**config.mk**
```make
export PLATFORM = sky130hd
export DESIGN_NAME = mult_acc_sequencer_flat
export DESIGN_NICKNAME = d
export VERILOG_FILES = /design/src/rtl/mult_acc_sequencer_if.sv /design/src/rtl/mult_acc_sequencer.sv /design/src/flat_wrapper.sv
export SDC_FILE = /design/constraint.sdc
export NUM_CORES = 1
export LEC_CHECK = 0
export CORE_ASPECT_RATIO = 0.75
export CORE_UTILIZATION = 61
export CTS_BUF_LIST = sky130_fd_sc_hd__clkbuf_8 sky130_fd_sc_hd__clkbuf_16
export DETAILED_ROUTE_END_ITERATION = 10
export GPL_TIMING_DRIVEN = 0
export PLACE_DENSITY_LB_ADDON = 0.2
export RECOVER_POWER = 50
export SLEW_MARGIN = 20
export SYNTH_ARGS = -nofsm -noshare
export SYNTH_HDL_FRONTEND = slang
export SYNTH_SLANG_ARGS = --single-unit
```
**constraint.sdc**
```tcl
create_clock -name clk -period 4.3 [get_ports clk]
set_input_delay 0.43 -clock clk [delete_from_list [all_inputs] [get_ports clk]]
set_output_delay 0.43 -clock clk [all_outputs]
set_load 0.1 [all_outputs]
```
**src/rtl/mult_acc_sequencer_if.sv**
```systemverilog
// Handshake bundle for mult_acc_sequencer: operand input,
// multiplier side-channel and accumulated-sum output.
interface mult_acc_sequencer_if #(
  parameter int ACC_W = 24
) ();
  logic             in_valid;
  logic             in_ready;
  logic [7:0]       in_a;
  logic [7:0]       in_b;
  logic             in_last;
  logic             mult_start;
  logic [7:0]       mult_a;
  logic [7:0]       mult_b;
  logic             mult_done;
  logic [15:0]      mult_result;
  logic             out_valid;
  logic             out_ready;
  logic [ACC_W-1:0] out_sum;
  logic             out_ovf;
  logic             err_timeout;

  modport master (
    output in_valid, in_a, in_b, in_last,
    output mult_done, mult_result, out_ready,
    input  in_ready, mult_start, mult_a, mult_b,
    input  out_valid, out_sum, out_ovf, err_timeout
  );

  modport slave (
    input  in_valid, in_a, in_b, in_last,
    input  mult_done, mult_result, out_ready,
    output in_ready, mult_start, mult_a, mult_b,
    output out_valid, out_sum, out_ovf, err_timeout
  );
endinterface

```
**src/rtl/mult_acc_sequencer.sv**
```systemverilog
// Operand FIFO -> multiplier issue/wait -> 24-bit accumulate,
// sum released on the pair tagged last (dot-product primitive).
module mult_acc_sequencer #(
  parameter int DEPTH   = 4,
  parameter int TIMEOUT = 64,
  parameter int ACC_W   = 24
) (
  input logic                clk,
  input logic                rst_n,
  mult_acc_sequencer_if.slave bus
);

  localparam int AW = (DEPTH > 1) ? $clog2(DEPTH) : 1;
  localparam int TW = $clog2(TIMEOUT + 1);

  typedef struct packed {
    logic       last;
    logic [7:0] a;
    logic [7:0] b;
  } entry_t;

  typedef enum logic [2:0] {
    S_IDLE,
    S_ISSUE,
    S_WAIT,
    S_ACC,
    S_OUT
  } state_t;

  entry_t           mem_q [DEPTH];
  logic [AW-1:0]    wr_q;
  logic [AW-1:0]    rd_q;
  logic [AW:0]      cnt_q;
  logic [AW:0]      cnt_d;
  logic             push;
  logic             pop;
  entry_t           head;

  state_t           state_q;
  logic             in_ready_q;
  logic             start_q;
  logic             last_q;
  logic [7:0]       a_q;
  logic [7:0]       b_q;
  logic [TW-1:0]    tmo_q;
  logic [15:0]      prod_q;
  logic [ACC_W-1:0] acc_q;
  logic             ovf_q;
  logic [ACC_W-1:0] sum_q;
  logic             out_ovf_q;
  logic             out_valid_q;
  logic             err_q;
  logic [ACC_W:0]   acc_sum;

  assign push = bus.in_valid & in_ready_q;
  assign pop  = (state_q == S_ISSUE);
  assign head = mem_q[rd_q];

  always_comb begin
    cnt_d = cnt_q + (AW+1)'(push) - (AW+1)'(pop);
  end

  assign acc_sum = {1'b0, acc_q}
                 + {{(ACC_W+1-16){1'b0}}, prod_q};

  // Storage needs no reset; occupancy lives in cnt_q.
  always_ff @(posedge clk) begin
    if (push) begin
      mem_q[wr_q] <= {bus.in_last, bus.in_a, bus.in_b};
    end
  end

  always_ff @(posedge clk or negedge rst_n) begin
    if (!rst_n) begin
      wr_q       <= '0;
      rd_q       <= '0;
      cnt_q      <= '0;
      in_ready_q <= 1'b0;
    end else begin
      wr_q       <= wr_q + AW'(push);
      rd_q       <= rd_q + AW'(pop);
      cnt_q      <= cnt_d;
      in_ready_q <= (cnt_d != (AW+1)'(DEPTH));
    end
  end

  always_ff @(posedge clk or negedge rst_n) begin
    if (!rst_n) begin
      state_q     <= S_IDLE;
      start_q     <= 1'b0;
      last_q      <= 1'b0;
      a_q         <= '0;
      b_q         <= '0;
      tmo_q       <= '0;
      prod_q      <= '0;
      acc_q       <= '0;
      ovf_q       <= 1'b0;
      sum_q       <= '0;
      out_ovf_q   <= 1'b0;
      out_valid_q <= 1'b0;
      err_q       <= 1'b0;
    end else begin
      unique case (state_q)
        S_IDLE: begin
          // Operands load on entry so they are valid
          // alongside the start pulse.
          if (cnt_q != '0) begin
            state_q <= S_ISSUE;
            start_q <= 1'b1;
            a_q     <= head.a;
            b_q     <= head.b;
            last_q  <= head.last;
          end
        end
        S_ISSUE: begin
          start_q <= 1'b0;
          tmo_q   <= '0;
          state_q <= S_WAIT;
        end
        S_WAIT: begin
          if (bus.mult_done) begin
            prod_q  <= bus.mult_result;
            state_q <= S_ACC;
          end else if (tmo_q == TW'(TIMEOUT - 1)) begin
            prod_q  <= '0;
            err_q   <= 1'b1;
            state_q <= S_ACC;
          end else begin
            tmo_q <= tmo_q + TW'(1);
          end
        end
        S_ACC: begin
          acc_q <= acc_sum[ACC_W-1:0];
          ovf_q <= ovf_q | acc_sum[ACC_W];
          if (last_q) begin
            sum_q       <= acc_sum[ACC_W-1:0];
            out_ovf_q   <= ovf_q | acc_sum[ACC_W];
            out_valid_q <= 1'b1;
            state_q     <= S_OUT;
          end else begin
            state_q <= S_IDLE;
          end
        end
        S_OUT: begin
          if (bus.out_ready) begin
            out_valid_q <= 1'b0;
            acc_q       <= '0;
            ovf_q       <= 1'b0;
            state_q     <= S_IDLE;
          end
        end
        default: state_q <= S_IDLE;
      endcase
    end
  end

  assign bus.in_ready    = in_ready_q;
  assign bus.mult_start  = start_q;
  assign bus.mult_a      = a_q;
  assign bus.mult_b      = b_q;
  assign bus.out_valid   = out_valid_q;
  assign bus.out_sum     = sum_q;
  assign bus.out_ovf     = out_ovf_q;
  assign bus.err_timeout = err_q;

endmodule

```
**src/flat_wrapper.sv**
```systemverilog
// flat-port wrapper written by rule: the top's interface ports become plain ports
module mult_acc_sequencer_flat 
#(
  parameter int DEPTH   = 4,
  parameter int TIMEOUT = 64,
  parameter int ACC_W   = 24
)
  (clk, rst_n, bus_in_valid, bus_in_a, bus_in_b, bus_in_last, bus_mult_done, bus_mult_result, bus_out_ready, bus_in_ready, bus_mult_start, bus_mult_a, bus_mult_b, bus_out_valid, bus_out_sum, bus_out_ovf, bus_err_timeout);
  mult_acc_sequencer_if #(.ACC_W(ACC_W)) bus_i ();
  input logic clk;
  input logic rst_n;
  input wire logic [$bits(bus_i.in_valid)-1:0] bus_in_valid;
  input wire logic [$bits(bus_i.in_a)-1:0] bus_in_a;
  input wire logic [$bits(bus_i.in_b)-1:0] bus_in_b;
  input wire logic [$bits(bus_i.in_last)-1:0] bus_in_last;
  input wire logic [$bits(bus_i.mult_done)-1:0] bus_mult_done;
  input wire logic [$bits(bus_i.mult_result)-1:0] bus_mult_result;
  input wire logic [$bits(bus_i.out_ready)-1:0] bus_out_ready;
  output wire logic [$bits(bus_i.in_ready)-1:0] bus_in_ready;
  output wire logic [$bits(bus_i.mult_start)-1:0] bus_mult_start;
  output wire logic [$bits(bus_i.mult_a)-1:0] bus_mult_a;
  output wire logic [$bits(bus_i.mult_b)-1:0] bus_mult_b;
  output wire logic [$bits(bus_i.out_valid)-1:0] bus_out_valid;
  output wire logic [$bits(bus_i.out_sum)-1:0] bus_out_sum;
  output wire logic [$bits(bus_i.out_ovf)-1:0] bus_out_ovf;
  output wire logic [$bits(bus_i.err_timeout)-1:0] bus_err_timeout;
  assign bus_i.in_valid = bus_in_valid;
  assign bus_i.in_a = bus_in_a;
  assign bus_i.in_b = bus_in_b;
  assign bus_i.in_last = bus_in_last;
  assign bus_i.mult_done = bus_mult_done;
  assign bus_i.mult_result = bus_mult_result;
  assign bus_i.out_ready = bus_out_ready;
  assign bus_in_ready = bus_i.in_ready;
  assign bus_mult_start = bus_i.mult_start;
  assign bus_mult_a = bus_i.mult_a;
  assign bus_mult_b = bus_i.mult_b;
  assign bus_out_valid = bus_i.out_valid;
  assign bus_out_sum = bus_i.out_sum;
  assign bus_out_ovf = bus_i.out_ovf;
  assign bus_err_timeout = bus_i.err_timeout;
  mult_acc_sequencer #(.DEPTH(DEPTH), .TIMEOUT(TIMEOUT), .ACC_W(ACC_W)) u_core (.clk(clk), .rst_n(rst_n), .bus(bus_i));
endmodule
```
==> run summary, run 1 <==
DR WL/cell: 20.26 µm
design area: 0.009442 mm²
# DRC: 1
Worst-path clk slew: 0.08 ns
Cells after Synth: 608
first-pass GRT wire length: 28,920 µm
Tcrit/Tclk final: 70.93%
final setup fails: 0
Yosys warnings: 0
Post-Synth Adder-Cell Area: 3.907%
RR Startpoint: u_core.state_q[0]
starting density of the core: 62.76%
Post-DRT Antenna Nets: 0
top_reg_cell synth: dfrtp_1
post-synthesis mux area share: 7.556%
CP Data Required Time: 4.61 ns
vias: 5,644
IO Port Bufs: 82
# rows: 35
WL final: 18,090 µm
antenna cell count: 0
top-area cell type share of the netlist area: 33.58%
largest net degree at the start of global routing: 64
min Tclk post-route: 3.050 ns
kind of critical path: reg -> reg
setup tns final: 0 ns
xor and xnor area share after synthesis: 2.147%
Die X: 132.2 µm
synthesis-stage register bit count: 172
GR Overflow Total: 0
GP Congestion: 0.9295
die area: 0.01316 mm²
status: finished with violations
HPWL after DPL: 12,210 µm
total global-route track usage: 29.15%
violated checks: design-rule violations, max-capacitance violations, max-slew violations
crit path max fanout: 10
drt pass-1 iters: 10
Yosys top cell by area: dfrtp_1
I/O pin total: 83
share of layout cells above drive strength 1: 12.24%
Critical Path AT: 3.36 ns
Area Growth Syn to Fin: 21.83%
DR iter-0 viols: 545
largest family of logic cells by synthesized area: compound AO/OA/AOI/OAI gates
Max Fclk: 327.9 MHz
RSZ-0062 raised after global routing: false
Clk Latency, worst-skew pair: 0.43 ns
crit path capture type: register
Synth Area in Simple Gates: 10.48%
number of global-route vias before repair: 5,396
CTS sink cnt: 172
synthesized area per cell: 12.75 µm²
Rel. slew slack: -65.14%
WHS: 0.4790 ns
H-tree levels: 4
DR vias/cell: 6.320
Max Slew Vio Count: 52
CTS tree: done
Seq/Total Area, Yosys: 59.93%
worst hold path class: reg -> reg
CTS Buf Count: 17
root buffer cell: clkbuf_16
worst slew pin tran: 2.477 ns
FILL cells: 788
hold_sp: u_core.bus.out_valid
syn nets: 669
Worst setup SP type: register
final clock skew: 0.01449 ns
Async S/R FF share, synth: 60.47%
Max Cap Viol: 2
final-stage net count: 775
Crit. Startpoint: u_core.state_q[0]
top cells by area in the synthesized netlist: dfrtp_1 (34%), edfxtp_1 (26%), mux4_2 (4.9%), ha_1 (3.4%), o21ai_0 (2.8%)
CTS Buffer Depth: 2
Post-DP Area: 0.008845 mm²
Fin. Hold Viols: 0
die height: 99.62 µm
Post-Syn Area: 0.007750 mm²
unique cell type count in the Yosys netlist: 65
count of flip-flops with a built-in enable after synthesis: 68
Synth Area in Compound Gates: 13.29%
post_cts resized: 0
core area: 0.01235 mm²
initial antenna violation count: 0
[metal layers]
layer / track usage, % / wire length [µm] / up-vias
met5: 0 / 0 / -
met4: 8.766 / 200 / 0
met3: 7.034 / 1422 / 27
met2: 43.83 / 8367 / 255
met1: 42.54 / 8099 / 2845
li1: - / - / 2517
[cell type report]
type	count	area, µm²	area share (%)
Sequential cell	172	4644	49.19
Clock inverter	15	183.9	1.948
Timing Repair Buffer	87	874.6	9.263
Clock buffer	17	425.4	4.506
Inverter	17	63.81	0.6759
Tap cell	166	207.7	2.200
Multi-Input combinational cell	387	2897	30.68
Buffer	32	145.1	1.537
[stage by stage]
step | instances | util [%] | worst slack, ns
floorplan | 608 | - | 1.374
global placement | 856 | 71.08 | -1.125
detailed placement | 860 | 71.62 | 1.332
CTS | 893 | 76.64 | 1.303
global route | 893 | 76.45 | 1.025
finish | 893 | 76.45 | 1.250
[path summary, 6_finish.rpt]
kind,to,slack (ns),cells after the start
min in group asynchronous,u_core.prod_q[9],1.30,2
worst min-delay path,u_core.bus.out_valid,0.48,2
worst max register to register,u_core.bus.in_ready,1.25,8
worst min register to register,u_core.bus.out_valid,0.48,2
max in group asynchronous,u_core.bus.mult_b[1],1.58,2
worst max-delay path,u_core.bus.in_ready,1.25,8
[synthesized netlist by cell type, drive strengths merged, types with 17 or more instances]
| cell type | count |
|---|---|
| clkbuf | 21 |
| dfrtp | 104 |
| edfxtp | 68 |
| ha | 21 |
| inv | 17 |
| mux2 | 18 |
| mux4 | 17 |
| nand2 | 57 |
| nand3 | 25 |
| nor2 | 27 |
| o21ai | 45 |
[worst max-delay path, stage by stage (launching register included)]
cell and delay [ns]:
dfrtp_1 0.38, clkbuf_1 0.41, nor3b_1 0.93, ha_1 0.39, inv_1 0.06, ha_1 0.15, fa_1 0.43, nor2_1 0.10
nand2_1 0.07
[logic make-up (layout without fill, tap and decap cells)]
logic type | after synthesis | count (layout)
multiplexers | 35 | 35
flip-flops | 172 | 172
AND/OR/NAND/NOR | 164 | 164
AO/OA/AOI/OAI | 146 | 146
buffers and inverters | 49 | 168
adder cells (fa/ha/maj) | 23 | 23
XOR/XNOR | 19 | 19
[layout by cell type, fill, tap and decap left out, types with 7 or more instances in the layout]
master / synthesis / layout
o21ai_0: 43 / 43
ha_1: 21 / 21
nand3_1: 25 / 25
a22o_1: 16 / 16
edfxtp_1: 68 / 68
mux4_2: 17 / 17
and3_1: 8 / 8
clkbuf_16: 0 / 17
mux2_2: 18 / 18
clkdlybuf4s50_1: 0 / 63
dfrtp_1: 104 / 104
o31ai_1: 10 / 10
xor2_1: 11 / 11
inv_1: 17 / 17
nand2_1: 56 / 56
nor2_1: 26 / 26
a31oi_1: 7 / 7
clkbuf_1: 20 / 22
xnor2_1: 8 / 8
buf_2: 7 / 7
dlygate4sd3_1: 0 / 19
o211ai_1: 14 / 14
nor3_1: 9 / 9
a21oi_1: 15 / 15
[flip-flops by register name (all words and copies together), names as in the netlist]
name	cells
u_core.bus.out_valid	1
u_core.rd_q	2
u_core.bus.err_timeout	1
u_core.bus.out_ovf	1
u_core.bus.mult_start	1
u_core.cnt_q	3
u_core.bus.in_ready	1
u_core.tmo_q	7
u_core.mem_q	68
u_core.bus.mult_b	8
u_core.state_q	3
u_core.last_q	1
u_core.bus.mult_a	8
u_core.wr_q	2
u_core.bus.out_sum	24
u_core.acc_q	24
u_core.prod_q	16
u_core.ovf_q	1
[timing repair]
item	in CTS	in global routing
hold buffers	1	0
hold endpoints to repair	41	0
buffers inserted	0	0
Power of run 1 is left out: the tool's default activity adds up to more than one toggle a clock period on the data nets, which glitch-free logic cannot reach.
==> run 2, diff against run 1 <==
--- a/config.mk
+++ b/config.mk
@@ -6,7 +6,7 @@
 export NUM_CORES = 1
 export LEC_CHECK = 0
 export CORE_ASPECT_RATIO = 0.75
-export CORE_UTILIZATION = 61
+export CORE_UTILIZATION = 51
 export CTS_BUF_LIST = sky130_fd_sc_hd__clkbuf_8 sky130_fd_sc_hd__clkbuf_16
 export DETAILED_ROUTE_END_ITERATION = 10
 export GPL_TIMING_DRIVEN = 0
==> constraint.sdc (replaced) <==
create_clock -name clk -period 2.6 [get_ports clk]
set_input_delay 0.26 -clock clk [delete_from_list [all_inputs] [get_ports clk]]
set_output_delay 0.26 -clock clk [all_outputs]
set_load 0.1 [all_outputs]
==> run 2 against run 1 <==
  * The run ends with max-capacitance violations, max-slew violations left
  * Global-route usage fell by 4.7 points
  * Routed wire length fell by 0.50%
  * Sequential cell count did not move
  * Largest cell class unchanged
==> run summary, run 2 (synthesis gave the netlist of run 1 again) <==
initial antenna violation count: 0
Max Slew Vio Count: 40
starting density of the core: 52.92%
final setup fails: 0
Critical Path AT: 2.85 ns
Final Non-Filler Cells: 935
Biggest register: u_core.mem_q
Final WS setup: 0.07246 ns
Worst-path clk slew: 0.07 ns
RSZ-0062 raised after global routing: true
CTS sink cnt: 172
min Tclk post-route: 2.528 ns
Fin. Hold Viols: 0
total placed cells including tap cells: 897
Max Fclk: 395.6 MHz
root buffer cell: clkbuf_16
CTS tree: done
r2r setup slk: 0.07 ns
Crit. Startpoint: u_core.acc_q[4]
GP Congestion: 0.8678
crit path max fanout: 5
violated checks: max-capacitance violations, max-slew violations
Rel. slew slack: -24.07%
total global-route track usage: 24.45%
worst hold path class: in -> reg
Worst Hold Endpoint: u_core.prod_q[4]
I/O pin total: 83
final clock skew: 0.01058 ns
worst slew pin tran: 1.861 ns
CP Data Required Time: 2.92 ns
Max Cap Viol: 1
leading cell type in the layout, fill and taps excluded: dfrtp_1
GR Overflow Total: 0
# rows: 38
first-pass GRT wire length: 28,470 µm
FILL cells: 1,147
WL final: 18,000 µm
crit path capture type: register
vias: 5,571
Area Growth Syn to Fin: 23.72%
die height: 108.8 µm
max reg flops: 68
CTS Buf Count: 17
DR iter-0 viols: 520
CTS Buffer Depth: 2
share of layout cells above drive strength 1: 14.01%
pre-CTS setup slack: -0.2934 ns
Clk Latency, worst-skew pair: 0.43 ns
die area: 0.01570 mm²
antenna cell count: 0
DR WL/cell: 19.25 µm
RR Startpoint: u_core.acc_q[4]
drt pass-1 iters: 5
final-stage net count: 783
Die X: 144.3 µm
hold depth: 2
Worst setup SP type: register
HPWL after DPL: 12,560 µm
Tcrit/Tclk final: 97.21%
H-tree levels: 4
number of global-route vias before repair: 5,446
hold_sp: bus_mult_result[4]
Worst R2R End: u_core.acc_q[15]
kind of critical path: reg -> reg
status: finished with violations
core area: 0.01464 mm²
largest net degree at the start of global routing: 66
# DRC: 0
most frequent cells in the layout: dfrtp_1 (104), edfxtp_1 (68), clkdlybuf4s50_1 (64)
DR vias/cell: 5.958
Post-DRT Antenna Nets: 0
R2R cell count: 7
IO Port Bufs: 82
==> run 2: changes by cell type in the layout (fill, tap and decap cells not counted), sizes merged, moves of 2 or more <==
cell / before / now
clkinv: 7 / 5
bufinv: 0 / 3
inv: 25 / 23
buf: 14 / 22
==> run 2: layout make-up <==
cell class / count / area [µm²] / share of cell area [%]
Inverter: 17 / 63.81 / 0.6655
Tap cell: 200 / 250.2 / 2.610
Sequential cell: 172 / 4644 / 48.44
Multi-Input combinational cell: 387 / 2927 / 30.52
Timing Repair Buffer: 98 / 954.7 / 9.957
Clock inverter: 15 / 188.9 / 1.971
Buffer: 29 / 133.9 / 1.396
Clock buffer: 17 / 425.4 / 4.437
==> run 2: worst max-delay path by stage <==
stage / end / slack, ns / cells past startpoint
5_1_grt: u_core.acc_q[15] / -0.02 / 7
4_1_cts: u_core.bus.out_sum[14] / 0.006 / 9
2_1_floorplan: u_core.mem_q[1][0] / -0.33 / 2
3_3_place_gp: u_core.bus.mult_b[6] / -2.79 / 1
6_report: u_core.acc_q[15] / 0.07 / 7
3_5_place_dp: u_core.bus.in_ready / -0.29 / 8
==> run 2: metrics by stage <==
step / cell area [µm²] / setup TNS [ns] / hold WS (ns) / utilization (%)
2_1_floorplan: 7750 / -14.10 / -0.03559 / -
3_3_place_gp: 8821 / -331.86 / 0.4689 / 60.24
3_5_place_dp: 8910 / -1.026 / 0.1980 / 60.84
4_1_cts: 9569 / 0 / 0.3251 / 65.35
5_1_grt: 9588 / -0.04474 / 0.4262 / 65.47
6_report: 9588 / 0 / 0.4257 / 65.47
==> run 2: per-layer routing <==
layer  global-route usage, %  part of all wire [%]  vias up
met2                   36.13                    45      197
met4                   8.195                   1.3        0
met3                   5.094                   6.2       26
met1                   35.99                    47     2807
li1                        -                     -     2541
met5                       0                     0        -
==> run 2: repair_timing <==
action | 4_1_cts | 5_1_grt
endpoints found under the hold margin | 39 | 0
hold buffers | 1 | 0
setup endpoints to repair | 16 | 16
setup buffers | 4 | 4
gates resized for setup | 3 | 6
pin swaps | 3 | 7
==> run 2: worst max-delay path, stage by stage (launching register included) <==
cell,delay (ns)
dfrtp_1,0.39
ha_1,0.38
a21oi_2,0.23
nand2_2,0.12
o311ai_4,0.35
a211oi_1,0.17
or4_4,0.51
a32o_1,0.27
Power of run 2 is left out for the same reason.
==> run 3, diff against run 2 <==
--- a/config.mk
+++ b/config.mk
@@ -5,6 +5,7 @@
 export SDC_FILE = /design/constraint.sdc
 export NUM_CORES = 1
 export LEC_CHECK = 0
+export ABC_CLOCK_PERIOD_IN_PS = 2600
 export CORE_ASPECT_RATIO = 0.75
 export CORE_UTILIZATION = 51
 export CTS_BUF_LIST = sky130_fd_sc_hd__clkbuf_8 sky130_fd_sc_hd__clkbuf_16
==> results of run 3 <==
The final DEF is identical to that of run 2; final timing and power are the same.
Power of run 3 is left out for the same reason.
